**config.mk**
```make
export PLATFORM = sky130hd
export DESIGN_NAME = ttc_frame_aligner_flat
export DESIGN_NICKNAME = d
export VERILOG_FILES = /design/src/rtl/ttc_pkg.sv /design/src/rtl/ttc_frame_aligner_if.sv /design/src/rtl/ttc_sync_fsm.sv /design/src/rtl/ttc_frame_aligner.sv /design/src/flat_wrapper.sv
export SDC_FILE = /design/constraint.sdc
export NUM_CORES = 1
export LEC_CHECK = 0
export CORE_MARGIN = 3
export CORE_UTILIZATION = 44
export DETAILED_ROUTE_END_ITERATION = 7
export GPL_TIMING_DRIVEN = 1
export PLACE_DENSITY = 0.8
export SKIP_LAST_GASP = 1
export SLEW_MARGIN = 20
export SYNTH_ARGS = -nofsm -noshare
export SYNTH_HDL_FRONTEND = slang
export SYNTH_SLANG_ARGS = --single-unit
```
**constraint.sdc**
```tcl
create_clock -name clk160 -period 2.15 [get_ports clk160]
set_input_delay 0.43 -clock clk160 [delete_from_list [all_inputs] [get_ports clk160]]
set_output_delay 0.43 -clock clk160 [all_outputs]
set_load 0.05 [all_outputs]
```
**src/rtl/ttc_pkg.sv**
```systemverilog
// Shared definitions for the TTC frame aligner: state encoding, default sync
// pattern and a saturating counter helper.
package ttc_pkg;

  typedef enum logic [1:0] {
    ST_HUNT    = 2'd0,
    ST_CONFIRM = 2'd1,
    ST_LOCKED  = 2'd2
  } ttc_state_e;

  localparam logic [15:0] TTC_SYNC_DEFAULT = 16'h817E;

  // Increment v, sticking at the all-ones value of a w-bit counter.
  function automatic logic [31:0] sat_inc(input logic [31:0] v, input int unsigned w);
    logic [31:0] max_v;
    max_v = (w >= 32'd32) ? '1 : ((32'd1 << w) - 32'd1);
    return (v >= max_v) ? max_v : (v + 32'd1);
  endfunction

endpackage

```
**src/rtl/ttc_frame_aligner_if.sv**
```systemverilog
// Serial-in / aligned-word-out bundle between the CDR stage and the command
// decoder. The master side feeds bits; the slave side is the aligner.
interface ttc_frame_aligner_if #(
  parameter int unsigned FRAME_W = 16,
  parameter int unsigned ERR_W   = 8
);

  logic               datain;
  logic               bit_valid;
  logic               realign;
  logic [FRAME_W-1:0] data;
  logic               valid;
  logic               is_sync;
  logic               locked;
  logic [1:0]         state;
  logic [ERR_W-1:0]   err_cnt;

  modport master (
    output datain, bit_valid, realign,
    input  data, valid, is_sync, locked, state, err_cnt
  );

  modport slave (
    input  datain, bit_valid, realign,
    output data, valid, is_sync, locked, state, err_cnt
  );

endinterface

```
**src/rtl/ttc_sync_fsm.sv**
```systemverilog
// Alignment supervisor: hunt / confirm / locked state, sync and no-sync
// frame counters, and the lock / loss-of-lock decisions.
module ttc_sync_fsm
  import ttc_pkg::*;
#(
  parameter int unsigned LOCK_THRESH = 4,
  parameter int unsigned SYNC_PERIOD = 0
) (
  input  logic       clk160,
  input  logic       rst,
  input  logic       hunt_match_i,
  input  logic       frame_done_i,
  input  logic       word_sync_i,
  input  logic       realign_i,
  output ttc_state_e state_o,
  output logic       emit_o,
  output logic       err_o
);

  localparam int unsigned NS_W = (SYNC_PERIOD < 2) ? 1 : $clog2(SYNC_PERIOD + 1);

  ttc_state_e      state_q, state_d;
  logic [3:0]      synccnt_q, synccnt_d;
  logic [NS_W-1:0] nosync_q, nosync_d;

  always_ff @(posedge clk160) begin
    if (!rst) begin
      state_q   <= ST_HUNT;
      synccnt_q <= '0;
      nosync_q  <= '0;
    end else begin
      state_q   <= state_d;
      synccnt_q <= synccnt_d;
      nosync_q  <= nosync_d;
    end
  end

  always_comb begin
    state_d   = state_q;
    synccnt_d = synccnt_q;
    nosync_d  = nosync_q;
    emit_o    = 1'b0;
    err_o     = 1'b0;

    if (realign_i) begin
      state_d   = ST_HUNT;
      synccnt_d = '0;
      nosync_d  = '0;
    end else begin
      unique case (state_q)
        ST_HUNT: begin
          if (hunt_match_i) begin
            synccnt_d = 4'd1;
            nosync_d  = '0;
            state_d   = (LOCK_THRESH == 1) ? ST_LOCKED : ST_CONFIRM;
          end
        end

        ST_CONFIRM: begin
          if (frame_done_i) begin
            if (word_sync_i) begin
              synccnt_d = synccnt_q + 4'd1;
              if (synccnt_d == 4'(LOCK_THRESH)) state_d = ST_LOCKED;
            end else begin
              state_d   = ST_HUNT;
              synccnt_d = '0;
              err_o     = 1'b1;
            end
          end
        end

        ST_LOCKED: begin
          if (frame_done_i) begin
            // The frame is always presented; loss of lock takes effect afterwards.
            emit_o = 1'b1;
            if (SYNC_PERIOD != 0) begin
              if (word_sync_i) begin
                nosync_d = '0;
              end else begin
                nosync_d = nosync_q + NS_W'(1);
                if (nosync_d == NS_W'(SYNC_PERIOD)) begin
                  state_d   = ST_HUNT;
                  nosync_d  = '0;
                  synccnt_d = '0;
                  err_o     = 1'b1;
                end
              end
            end
          end
        end

        default: state_d = ST_HUNT;
      endcase
    end
  end

  assign state_o = state_q;

endmodule

```
**src/rtl/ttc_frame_aligner.sv**
```systemverilog
// TTC serial frame aligner: bit-level sync hunt, multi-frame confirmation and
// aligned word output with lock supervision and a saturating error count.
module ttc_frame_aligner
  import ttc_pkg::*;
#(
  parameter int unsigned        FRAME_W     = 16,
  parameter logic [FRAME_W-1:0] SYNC_WORD   = FRAME_W'(TTC_SYNC_DEFAULT),
  parameter int unsigned        LOCK_THRESH = 4,
  parameter int unsigned        SYNC_PERIOD = 0,
  parameter bit                 DROP_SYNC   = 1'b0,
  parameter int unsigned        ERR_W       = 8
) (
  input logic clk160,
  input logic rst,
  ttc_frame_aligner_if.slave bus
);

  localparam int unsigned CNT_W = $clog2(FRAME_W);

  // Only FRAME_W-1 history bits are stored; the incoming bit completes the word.
  logic [FRAME_W-2:0] shreg_q, shreg_d;
  logic [CNT_W-1:0]   bitcnt_q, bitcnt_d;
  logic [FRAME_W-1:0] data_q, data_d;
  logic               valid_q, valid_d;
  logic               is_sync_q, is_sync_d;
  logic [ERR_W-1:0]   err_cnt_q, err_cnt_d;

  logic [FRAME_W-1:0] word;
  logic               word_sync;
  logic               frame_done;
  logic               hunt_match;
  logic               emit;
  logic               fsm_err;
  ttc_state_e         state;

  assign word       = {shreg_q, bus.datain};
  assign word_sync  = (word == SYNC_WORD);
  assign hunt_match = bus.bit_valid && word_sync;
  assign frame_done = bus.bit_valid && (state != ST_HUNT) &&
                      (bitcnt_q == CNT_W'(FRAME_W - 1));

  ttc_sync_fsm #(
    .LOCK_THRESH (LOCK_THRESH),
    .SYNC_PERIOD (SYNC_PERIOD)
  ) u_fsm (
    .clk160       (clk160),
    .rst          (rst),
    .hunt_match_i (hunt_match),
    .frame_done_i (frame_done),
    .word_sync_i  (word_sync),
    .realign_i    (bus.realign),
    .state_o      (state),
    .emit_o       (emit),
    .err_o        (fsm_err)
  );

  always_comb begin
    shreg_d   = shreg_q;
    bitcnt_d  = bitcnt_q;
    data_d    = data_q;
    valid_d   = 1'b0;
    is_sync_d = 1'b0;
    err_cnt_d = err_cnt_q;

    if (bus.bit_valid) shreg_d = word[FRAME_W-2:0];

    if (bus.realign || (state == ST_HUNT)) begin
      bitcnt_d = '0;
    end else if (bus.bit_valid) begin
      bitcnt_d = frame_done ? '0 : (bitcnt_q + CNT_W'(1));
    end

    if (emit && !(DROP_SYNC && word_sync)) begin
      data_d    = word;
      valid_d   = 1'b1;
      is_sync_d = word_sync;
    end

    if (fsm_err) err_cnt_d = ERR_W'(sat_inc(32'(err_cnt_q), ERR_W));
  end

  always_ff @(posedge clk160) begin
    if (!rst) begin
      shreg_q   <= '0;
      bitcnt_q  <= '0;
      data_q    <= '0;
      valid_q   <= 1'b0;
      is_sync_q <= 1'b0;
      err_cnt_q <= '0;
    end else begin
      shreg_q   <= shreg_d;
      bitcnt_q  <= bitcnt_d;
      data_q    <= data_d;
      valid_q   <= valid_d;
      is_sync_q <= is_sync_d;
      err_cnt_q <= err_cnt_d;
    end
  end

  assign bus.data    = data_q;
  assign bus.valid   = valid_q;
  assign bus.is_sync = is_sync_q;
  assign bus.locked  = (state == ST_LOCKED);
  assign bus.state   = state;
  assign bus.err_cnt = err_cnt_q;

endmodule

```
**src/flat_wrapper.sv**
```systemverilog
// flat-port wrapper written by rule: the top's interface ports become plain ports
module ttc_frame_aligner_flat import ttc_pkg::*;
#(
  parameter int unsigned        FRAME_W     = 16,
  parameter logic [FRAME_W-1:0] SYNC_WORD   = FRAME_W'(TTC_SYNC_DEFAULT),
  parameter int unsigned        LOCK_THRESH = 4,
  parameter int unsigned        SYNC_PERIOD = 0,
  parameter bit                 DROP_SYNC   = 1'b0,
  parameter int unsigned        ERR_W       = 8
)
  (clk160, rst, bus_datain, bus_bit_valid, bus_realign, bus_data, bus_valid, bus_is_sync, bus_locked, bus_state, bus_err_cnt);
  ttc_frame_aligner_if #(.FRAME_W(FRAME_W), .ERR_W(ERR_W)) bus_i ();
  input logic clk160;
  input logic rst;
  input wire logic [$bits(bus_i.datain)-1:0] bus_datain;
  input wire logic [$bits(bus_i.bit_valid)-1:0] bus_bit_valid;
  input wire logic [$bits(bus_i.realign)-1:0] bus_realign;
  output wire logic [$bits(bus_i.data)-1:0] bus_data;
  output wire logic [$bits(bus_i.valid)-1:0] bus_valid;
  output wire logic [$bits(bus_i.is_sync)-1:0] bus_is_sync;
  output wire logic [$bits(bus_i.locked)-1:0] bus_locked;
  output wire logic [$bits(bus_i.state)-1:0] bus_state;
  output wire logic [$bits(bus_i.err_cnt)-1:0] bus_err_cnt;
  assign bus_i.datain = bus_datain;
  assign bus_i.bit_valid = bus_bit_valid;
  assign bus_i.realign = bus_realign;
  assign bus_data = bus_i.data;
  assign bus_valid = bus_i.valid;
  assign bus_is_sync = bus_i.is_sync;
  assign bus_locked = bus_i.locked;
  assign bus_state = bus_i.state;
  assign bus_err_cnt = bus_i.err_cnt;
  ttc_frame_aligner #(.FRAME_W(FRAME_W), .SYNC_WORD(SYNC_WORD), .LOCK_THRESH(LOCK_THRESH), .SYNC_PERIOD(SYNC_PERIOD), .DROP_SYNC(DROP_SYNC), .ERR_W(ERR_W)) u_core (.clk160(clk160), .rst(rst), .bus(bus_i));
endmodule
```
==> impl_metrics.env <==
export IMPL_power_density_nw_per_um2=578
export IMPL_period_needed_ns=2.09
export IMPL_ff2ff_setup_slack_ns=0.06
export IMPL_hp_start="u_core.bus.data[15]"
export IMPL_outcome="finished, final reports clean"
export IMPL_synth_area_per_inst_um2=9.52
export IMPL_dpl_cell_count=337
export IMPL_cts_buffer_depth=2
export IMPL_fp_dieW_um=76.2
export IMPL_drive_above_1_share_pct=15.1
export IMPL_setup_worst_path_end_class="flop"
export IMPL_finalHoldViolations=0
export IMPL_cts_root_buffer="sky130_fd_sc_hd__clkbuf_8"
export IMPL_path_delay_family="simple AND/OR/NAND/NOR gates"
export IMPL_min_delay_worst_endpoint="u_core.bus.data[15]"
export IMPL_number_of_antenna_violations_at_the_first_check_in_global_routing=0
export IMPL_holdCritPathClass="reg2reg"
export IMPL_maxCapViolCount=0
export IMPL_clock_tree_from_tritoncts="done"
export IMPL_ant_nets=0
export IMPL_synth_seq_cells=51
export IMPL_clock_sink_count=51
export IMPL_drt_iter0_drc=146
export IMPL_largest_net_degree_at_the_start_of_global_routing=38
export IMPL_gp_congestion=0.880
export IMPL_via_count=1895
export IMPL_fin_tns_setup_ns=0
export IMPL_ys_seq_area_share_pct=47.1
export IMPL_syn2layout_area_growth_pct=31.7
export IMPL_ys_flop_type="sky130_fd_sc_hd__dfxtp_1"
export IMPL_antenna_cells=0
export IMPL_htree_num_levels=2
export IMPL_worstPathArrival_ns=2.31
export IMPL_power_leakage_uw=0.00106
export IMPL_wire_length_of_the_first_global_routing_pass_um=8730
export IMPL_design_die_area_um2=5810
export IMPL_ir_drop_mv=0.369
export IMPL_drc=0
export IMPL_num_io_pins=34
export IMPL_clkSlewWorstSetupHoldPaths_ns=0.09
export IMPL_coreArea_um2=4560
export IMPL_synthesis_area_um2=2170
export IMPL_die_height_um=76.2
export IMPL_grtUsageTotal_pct=17.9
export IMPL_criticalPathCategory="reg2reg"
export IMPL_slew_headroom_pct=64.6
export IMPL_worstSetupStartpointType="flop"
export IMPL_timing_critical_path_buf_inv=1
export IMPL_critical_path_cell_chain="or4b_4 -> or4_4 -> buf_6 -> or3_1 -> o22ai_1"
export IMPL_nNetsFinal=288
export IMPL_yosys_warnings=0
export IMPL_unrepaired_setup_endpoints_after_global_routing="no"
export IMPL_worst_r2r_path_depth=5
export IMPL_hold_buffers=0
export IMPL_timing_fmax_mhz=479
export IMPL_numCtsBuffers=5
export IMPL_place_hpwl_um=3460
export IMPL_final_min_period_over_clock_period_pct=97.1
export IMPL_globalRouteOverflowTotal=0
export IMPL_actual_slew_at_the_worst_max_slew_pin_ns=0.530
export IMPL_post_layout_nonfiller_instances=344
export IMPL_maximum_cell_stage_delay_along_the_critical_path_ns=0.56
export IMPL_final_hold_worst_slack_ns=0.502
export IMPL_reg2reg_capture_point="u_core.u_fsm.state_o[1]"
export IMPL_placement_rows=24
export IMPL_detail_routed_via_count_per_cell=5.51
export IMPL_synth_cell_types=43
export IMPL_critPathRequiredTime_ns=2.38
export IMPL_r2r_start="u_core.shreg_q[6]"
export IMPL_final_max_slew_violation_count=0
export IMPL_synth_edff_count=0
export IMPL_async_flop_share_pct=0
export IMPL_drt_pass1_iter_count=4
export IMPL_postSynthCellCount=228
export IMPL_floorplan_initialDensity_pct=47.5
export IMPL_final_setup_viol_count=0
export IMPL_port_buffers=33
export IMPL_vias_in_the_first_global_route=1870
export IMPL_total_length_of_routed_wires_um=4870
export IMPL_wire_per_inst_um=14.2
export IMPL_hold_critical_path_depth=2
export IMPL_crit_fanout=15
export IMPL_clk_latency_ns=0.30
export IMPL_critical_path_slowest_cell="sky130_fd_sc_hd__or4_4"
export IMPL_cts_setup_buffers=0
export IMPL_fin_skew_ns=0.00797
export IMPL_synth_fp_nets=237
==> per-layer routing <==
| layer | vias to the layer above | routed length, um | global-route usage, % |
|---|---|---|---|
| met3 | 4 | 245 | 4.96 |
| met5 | - | 0 | 0 |
| met4 | 0 | 37 | 6.88 |
| li1 | 934 | - | - |
| met1 | 904 | 2260 | 23.4 |
| met2 | 53 | 2320 | 28.0 |
==> cell families after synthesis <==
group | Yosys count | synth area share (%)
buffers and inverters | 15 | 2.71
flip-flops | 51 | 47.1
adder cells (fa/ha/maj) | 4 | 2.31
AND/OR/NAND/NOR | 97 | 23.7
XOR/XNOR | 2 | 0.808
AO/OA/AOI/OAI | 27 | 8.65
multiplexers | 32 | 14.8
==> registers in the layout, summed over array words and instances, names as in the netlist <==
name / cells
u_core.bus.data: 16
u_core.shreg_q: 15
u_core.bus.err_cnt: 8
u_core.bitcnt_q: 4
u_core.u_fsm.synccnt_q: 4
u_core.u_fsm.state_o: 2
u_core.bus.is_sync: 1
u_core.bus.valid: 1
==> cell usage after synthesis, types with 3 or more instances <==
cell type	n	area share [%]
sky130_fd_sc_hd__nor4_1	7	2.0
sky130_fd_sc_hd__clkbuf_1	5	0.87
sky130_fd_sc_hd__a211oi_1	4	1.4
sky130_fd_sc_hd__a21oi_1	7	1.6
sky130_fd_sc_hd__ha_1	4	2.3
sky130_fd_sc_hd__nand2b_1	4	1.2
sky130_fd_sc_hd__or4_1	3	1.0
sky130_fd_sc_hd__a31oi_1	3	0.87
sky130_fd_sc_hd__dfxtp_1	51	47
sky130_fd_sc_hd__nor3_1	4	0.92
sky130_fd_sc_hd__mux2i_1	32	15
sky130_fd_sc_hd__nor2_1	38	6.6
sky130_fd_sc_hd__nand4_1	9	2.6
sky130_fd_sc_hd__nand2_1	7	1.2
sky130_fd_sc_hd__nand3_1	4	0.92
sky130_fd_sc_hd__o211ai_1	3	1.0
sky130_fd_sc_hd__inv_1	3	0.52
sky130_fd_sc_hd__buf_1	4	0.69
sky130_fd_sc_hd__or3_1	3	0.87
==> where the power goes <==
part | switching (uW) | internal, uW | leakage [uW]
registers | 2.48 | 946 | 0.000412
clock network | 305 | 340 | 0.0000502
logic | 31.3 | 26.4 | 0.000593
==> cell usage in the layout (no fill, tap or decap), types with 3 or more instances in the layout <==
cell                              Yosys  routed
sky130_fd_sc_hd__nand3_1              4       4
sky130_fd_sc_hd__clkdlybuf4s50_1      0      32
sky130_fd_sc_hd__o211ai_1             3       3
sky130_fd_sc_hd__nand2b_1             4       4
sky130_fd_sc_hd__a31oi_1              3       3
sky130_fd_sc_hd__clkbuf_8             0       5
sky130_fd_sc_hd__dfxtp_2              0       3
sky130_fd_sc_hd__ha_1                 4       4
sky130_fd_sc_hd__nor2_1              38      38
sky130_fd_sc_hd__nand4_1              9       9
sky130_fd_sc_hd__or3_1                3       3
sky130_fd_sc_hd__a211oi_1             4       4
sky130_fd_sc_hd__mux2i_1             32      32
sky130_fd_sc_hd__nor3_1               4       4
sky130_fd_sc_hd__nor4_1               7       6
sky130_fd_sc_hd__a21oi_1              7       7
sky130_fd_sc_hd__dfxtp_1             51      48
sky130_fd_sc_hd__inv_1                3       3
sky130_fd_sc_hd__buf_4                0      20
sky130_fd_sc_hd__nand2_1              7       7
==> area by class of cell <==
class | count | area, um2
clock inverters | 2 | 37.5
inverters | 4 | 15.0
repair buffers | 55 | 522
flip-flops and latches | 51 | 1020
multi-input cells | 162 | 1110
clock buffers | 5 | 68.8
fillers | 406 | 1710
well taps | 65 | 81.3
==> repair_timing <==
action	4_1_cts	5_1_grt
endpoints found under the setup margin	4	5
pin swaps	0	3
gates resized for setup	2	3
==> worst reg2reg max path: cells and delay by family (launching register included) <==
family                 cells  cell delay (ns)
and+or+nand+nor            3             1.41
DFF                        1             0.33
buffers and inverters      1             0.17
AOI/OAI and AO/OA          1             0.10
==> how the worst max path moves through the flow <==
stage	from	to	slack, ns	cells after the start
after floorplan	u_core.shreg_q[9]	u_core.u_fsm.synccnt_q[3]	0.003	5
after global placement	bus_datain	u_core.u_fsm.state_o[1]	-0.09	6
after detailed placement	bus_datain	u_core.u_fsm.state_o[1]	-0.12	6
after CTS	u_core.shreg_q[9]	u_core.u_fsm.state_o[1]	0.01	5
after global routing	u_core.shreg_q[9]	u_core.bus.err_cnt[4]	0.003	6
final	u_core.shreg_q[6]	u_core.u_fsm.state_o[1]	0.06	5
==> through the flow <==
| step | util [%] | cell area (um2) | power [uW] | worst slack, ns |
|---|---|---|---|---|
| after global routing | 62.6 | 2860 | 1710 | 0.00324 |
| final | 62.6 | 2860 | 1650 | 0.0632 |
| after CTS | 62.4 | 2850 | 1670 | 0.0136 |
| after detailed placement | 59.9 | 2730 | 1030 | -0.119 |
| after floorplan | - | 2180 | 1000 | 0.00323 |
| after global placement | 59.9 | 2730 | 1030 | -0.0944 |
No activity file was read; power rests on OpenSTA's default activity.
==> RTL edit 1: new RTL, same flow settings <==
`DROP_SYNC` is set to 1'b0 in 2 places; all go to 1'b1.
--- a/src/rtl/ttc_frame_aligner.sv
+++ b/src/rtl/ttc_frame_aligner.sv
@@ -9,3 +9,3 @@
   parameter int unsigned        SYNC_PERIOD = 0,
-  parameter bit                 DROP_SYNC   = 1'b0,
+  parameter bit                 DROP_SYNC   = 1'b1,
   parameter int unsigned        ERR_W       = 8
--- a/src/flat_wrapper.sv
+++ b/src/flat_wrapper.sv
@@ -7,3 +7,3 @@
   parameter int unsigned        SYNC_PERIOD = 0,
-  parameter bit                 DROP_SYNC   = 1'b0,
+  parameter bit                 DROP_SYNC   = 1'b1,
   parameter int unsigned        ERR_W       = 8
Check against the original RTL: same outputs for any inputs over 10 cycles, from zero or initial values and one cycle with rst low; that may be too few to reach the edited logic, so the function may still have changed.
==> RTL edit 1 against the unedited design <==
- design area fell by 2.1%
- sequential cell count did not move
- hold slack got worse by 0.022 ns
- routed wire length rose by 1.7%
- setup slack improved by 0.047 ns
- total power fell by 2.3%
- sequential power barely moved
- global-route usage fell by 0.62 points
- synthesized area rose by 3.2%
- non-clock buffer count fell by 8
- count of clock-buffer cells in the layout rose by 2
- critical endpoint is now bus_state[1]
- largest power group unchanged
==> RTL edit 1: results (changes against the unedited design) <==
layout cells sized above 1 = 0.0997 (-0.0509)
Leak = 1.03 nW (-2.6%)
GPL Wtd Cong = 0.938 (+6.5%)
vias per cell = 5.55 (+0.75%)
hpwl dp = 3370 um (-2.6%)
Slowest-stage cell, CP = clkdlybuf4s50_1
Fill cells = 457 (+13%)
synth unique cells = 42 (-2.3%)
Worst slew margin = 0.661 (+0.0150)
fin util = 0.580 (-0.0456)
area post-placement = 2690 um2 (-1.6%)
global-route wire length before repair = 8450 um (-3.2%)
peak supply drop = 451 uV (+22%)
Global Route met1 Usage = 0.220 (-0.0139)
Total GRT Usage = 0.173 (-0.00618)
CP peak stage delay = 0.85 ns (+0.29 ns)
pre-CTS setup slack = -0.163 ns (-0.0437 ns)
largest net degree at the start of global routing = 39 (+2.6%)
Final nets = 299 (+3.8%)
met3 global-route usage = 0.0516 (+0.00200)
Via Count = 1,987 (+4.9%)
via count of the first global-routing pass = 1,857 (-0.70%)
status = complete, no violations
register area share after synthesis = 0.456 (-0.0145)
met3 routed WL = 285 um (+16%)
Worst EP arrival = 1.61 ns (-0.70 ns)
cts repair resizes = 0 (-2)
# placed instances = 350 (+3.9%)
Avg Cell Area, Syn = 8.92 um2 (-6.3%)
met2 WL = 2380 um (+2.5%)
cell family with most CP delay = buffers and inverters
ranking of synthesized cells by area = dfxtp_1, mux2i_1, a21oi_1, nand3_1, o21ai_0
P_seq = 0.000950 W (about the same)
DRT iter0 DRCs = 128 (-12%)
-- RTL edit 1: cell types whose count changed in the layout (fill, tap and decap cells not counted), moves of 15 or more --
cell / delta
nand3_1: +18
nor2_1: -16
a21oi_1: +16
o21ai_0: +17
mux2i_1: -15
-- RTL edit 1: cell families after synthesis --
kind of cell             Yosys count  synth area share
adder cells (fa/ha/maj)            4            0.0224
XOR/XNOR                           3            0.0117
AND/OR/NAND/NOR                   93             0.226
AO/OA/AOI/OAI                     62             0.165
other                              1           0.00168
multiplexers                      18            0.0810
buffers and inverters             19            0.0363
flip-flops                        51             0.456
-- RTL edit 1: cell type report --
| cell class | instances | area share |
|---|---|---|
| Timing Repair Buffer | 47 | 0.156 |
| Multi-Input combinational cell | 181 | 0.406 |
| Clock buffer | 7 | 0.0345 |
| Tap cell | 67 | 0.0300 |
| Sequential cell | 51 | 0.365 |
| Clock inverter | 1 | 0.00269 |
| Inverter | 4 | 0.00537 |
-- RTL edit 1: metrics by stage --
stage | hold WS [ns] | total power, W
after floorplan | 0.456 | 0.00101
after global placement | 0.464 | 0.00103
after detailed placement | 0.469 | 0.00103
after CTS | 0.483 | 0.00163
after global routing | 0.505 | 0.00166
final | 0.479 | 0.00161
-- RTL edit 1: path summary, 6_finish.rpt --
check	startpoint	endpoint	slack (ns)	cells after the start
worst max-delay path	u_core.u_fsm.state_o[1]$_SDFFE_PP0P_	bus_state[1]	0.11	1
worst min-delay path	u_core.bus.data[11]$_SDFFE_PN0P_	u_core.bus.data[11]$_SDFFE_PN0P_	0.48	2
worst max register to register	u_core.shreg_q[12]$_SDFFE_PN0P_	u_core.u_fsm.synccnt_q[0]$_SDFFE_PP0P_	0.11	4
worst min register to register	u_core.bus.data[11]$_SDFFE_PN0P_	u_core.bus.data[11]$_SDFFE_PN0P_	0.48	2
==> RTL edit 2: new RTL, config.mk and constraints unchanged <==
Made on the original files. Reset style: asynchronous (`rst`), changed in 2 clocked blocks.
--- a/src/rtl/ttc_sync_fsm.sv
+++ b/src/rtl/ttc_sync_fsm.sv
@@ -25,3 +25,3 @@
 
-  always_ff @(posedge clk160) begin
+  always_ff @(posedge clk160 or negedge rst) begin
     if (!rst) begin
--- a/src/rtl/ttc_frame_aligner.sv
+++ b/src/rtl/ttc_frame_aligner.sv
@@ -81,3 +81,3 @@
 
-  always_ff @(posedge clk160) begin
+  always_ff @(posedge clk160 or negedge rst) begin
     if (!rst) begin
Function: same outputs for any inputs over 10 cycles, from zero or initial values and one cycle with rst low; that may be too few to reach the edited logic, so the function may still have changed.
==> RTL edit 2 against the unedited design <==
- sequential cell count stayed put
- synthesized area is 6.9% higher
- setup slack better by 0.073 ns
- routed wire length is 10% lower
- design area is 0.18% lower
- highest routed layer unchanged
Power is not compared: it rests on default switching activity, and its combinational part moved more than twofold at a synthesized area within 25%.
==> RTL edit 2: results (changes against the unedited design) <==
status = complete, no violations
n_diodes = 0 (unchanged)
Via Count = 1,581 (-17%)
H-tree levels = 2 (unchanged)
Slowest-stage cell, CP = clkdlybuf4s50_1
maximum fanout along the worst path = 6 (-9)
FFs w/ async S/R, synth = 1.00 (+1.00)
Avg Cell Area, Syn = 12.5 um2 (+31%)
CP peak stage delay = 0.83 ns (+0.27 ns)
clock slew at reported path FFs = 0.10 ns
Commonest cells post-synth = dfrtp_1, mux2_2, nor2_1, mux2_4
max-slew violations = 0 (unchanged)
Leak = 1.35 nW
pre-CTS setup slack = 0.0637 ns (+0.183 ns)
synth unique cells = 40 (-7.0%)
largest net degree at the start of global routing = 52 (+37%)
number of port buffers = 33 (unchanged)
Finished Layout Cells = 294 (-15%)
Final nets = 235 (-18%)
global-route wire length before repair = 7610 um (-13%)
layout cells sized above 1 = 0.233 (+0.0829)
ranking of synthesized cells by area = dfrtp_1, mux2_2, mux2_4, ha_1, and3_1
Worst EP arrival = 1.58 ns (-0.73 ns)
DRT iter0 DRCs = 99 (-32%)
max reg flops = 16 (unchanged)
worst min path class = primary input to async pin
sw power = 0.000520 W
CTS root buf = clkbuf_8
hpwl dp = 2910 um (-16%)
setup TNS = 0 ns (unchanged)
clock latency at the later pin of the worst-skew pair = 0.32 ns (+0.02 ns)
switching share of power = 0.269
Syn. warnings = 0 (unchanged)
area post-placement = 2760 um2 (+0.78%)
register area share after synthesis = 0.550 (+0.0796)
Pre-antenna DRT Iters = 4 (unchanged)
Logic pwr share = 0.091
cell family with most CP delay = buffers and inverters
drt wl/cell = 14.9 um (+5.1%)
Synthesized Nets = 195 (-18%)
peak supply drop = 396 uV
Worst slew margin = 0.581 (-0.0646)
CTS Buffer Depth = 2 (unchanged)
Final Skew = 0.0104 ns (+0.00240 ns)
Num CTS Buffers = 5 (unchanged)
Total GRT Usage = 0.157 (-0.0220)
cts repair resizes = 0 (-2)
Post-CTS Setup Repair Bufs = 0 (unchanged)
clock share of power = 0.304
GPL Wtd Cong = 0.828 (-6.0%)
antenna violations before repair = 0 (unchanged)
RTL edit 2: kinds of logic after synthesis:
group	Yosys count	synth area share
buf+inv	14	0.0270
flops	51	0.550
compound gates	25	0.0717
mux	35	0.181
xor+xnor	2	0.00755
fa+ha+maj	4	0.0216
simple gates	55	0.141
RTL edit 2: worst paths after layout:
| path | from | end | slack, ns | cells past startpoint |
|---|---|---|---|---|
| max | u_core.bus.err_cnt[3]$_DFFE_PN0P_ | bus_err_cnt[3] | 0.14 | 1 |
| min | rst | u_core.bus.data[0]$_DFFE_PN0P_ | 0.19 | 2 |
| max reg2reg | u_core.shreg_q[9]$_DFFE_PN0P_ | u_core.u_fsm.synccnt_q[1]$_DFFE_PN0P_ | 0.39 | 4 |
| min reg2reg | u_core.bus.data[6]$_DFFE_PN0P_ | u_core.bus.data[6]$_DFFE_PN0P_ | 0.52 | 1 |
| max in group asynchronous | rst | u_core.u_fsm.synccnt_q[0]$_DFFE_PN0P_ | 1.52 | 2 |
| min in group clk160 | u_core.bus.data[6]$_DFFE_PN0P_ | u_core.bus.data[6]$_DFFE_PN0P_ | 0.52 | 1 |
RTL edit 2: per-layer routing:
layer / global-route usage / vias up / wire length, um
met4: 0.0629 / 0 / 80
met2: 0.252 / 38 / 2140
li1: - / 750 / -
met5: 0 / - / 0
met1: 0.204 / 786 / 1990
met3: 0.0378 / 7 / 168
RTL edit 2: cell type report:
type	count	area (um2)
Fill cell	423	2060
Sequential cell	51	1280
Multi-Input combinational cell	121	981
Timing Repair Buffer	40	388
Tap cell	67	83.8
Clock buffer	5	68.8
Clock inverter	3	27.5
Inverter	7	26.3
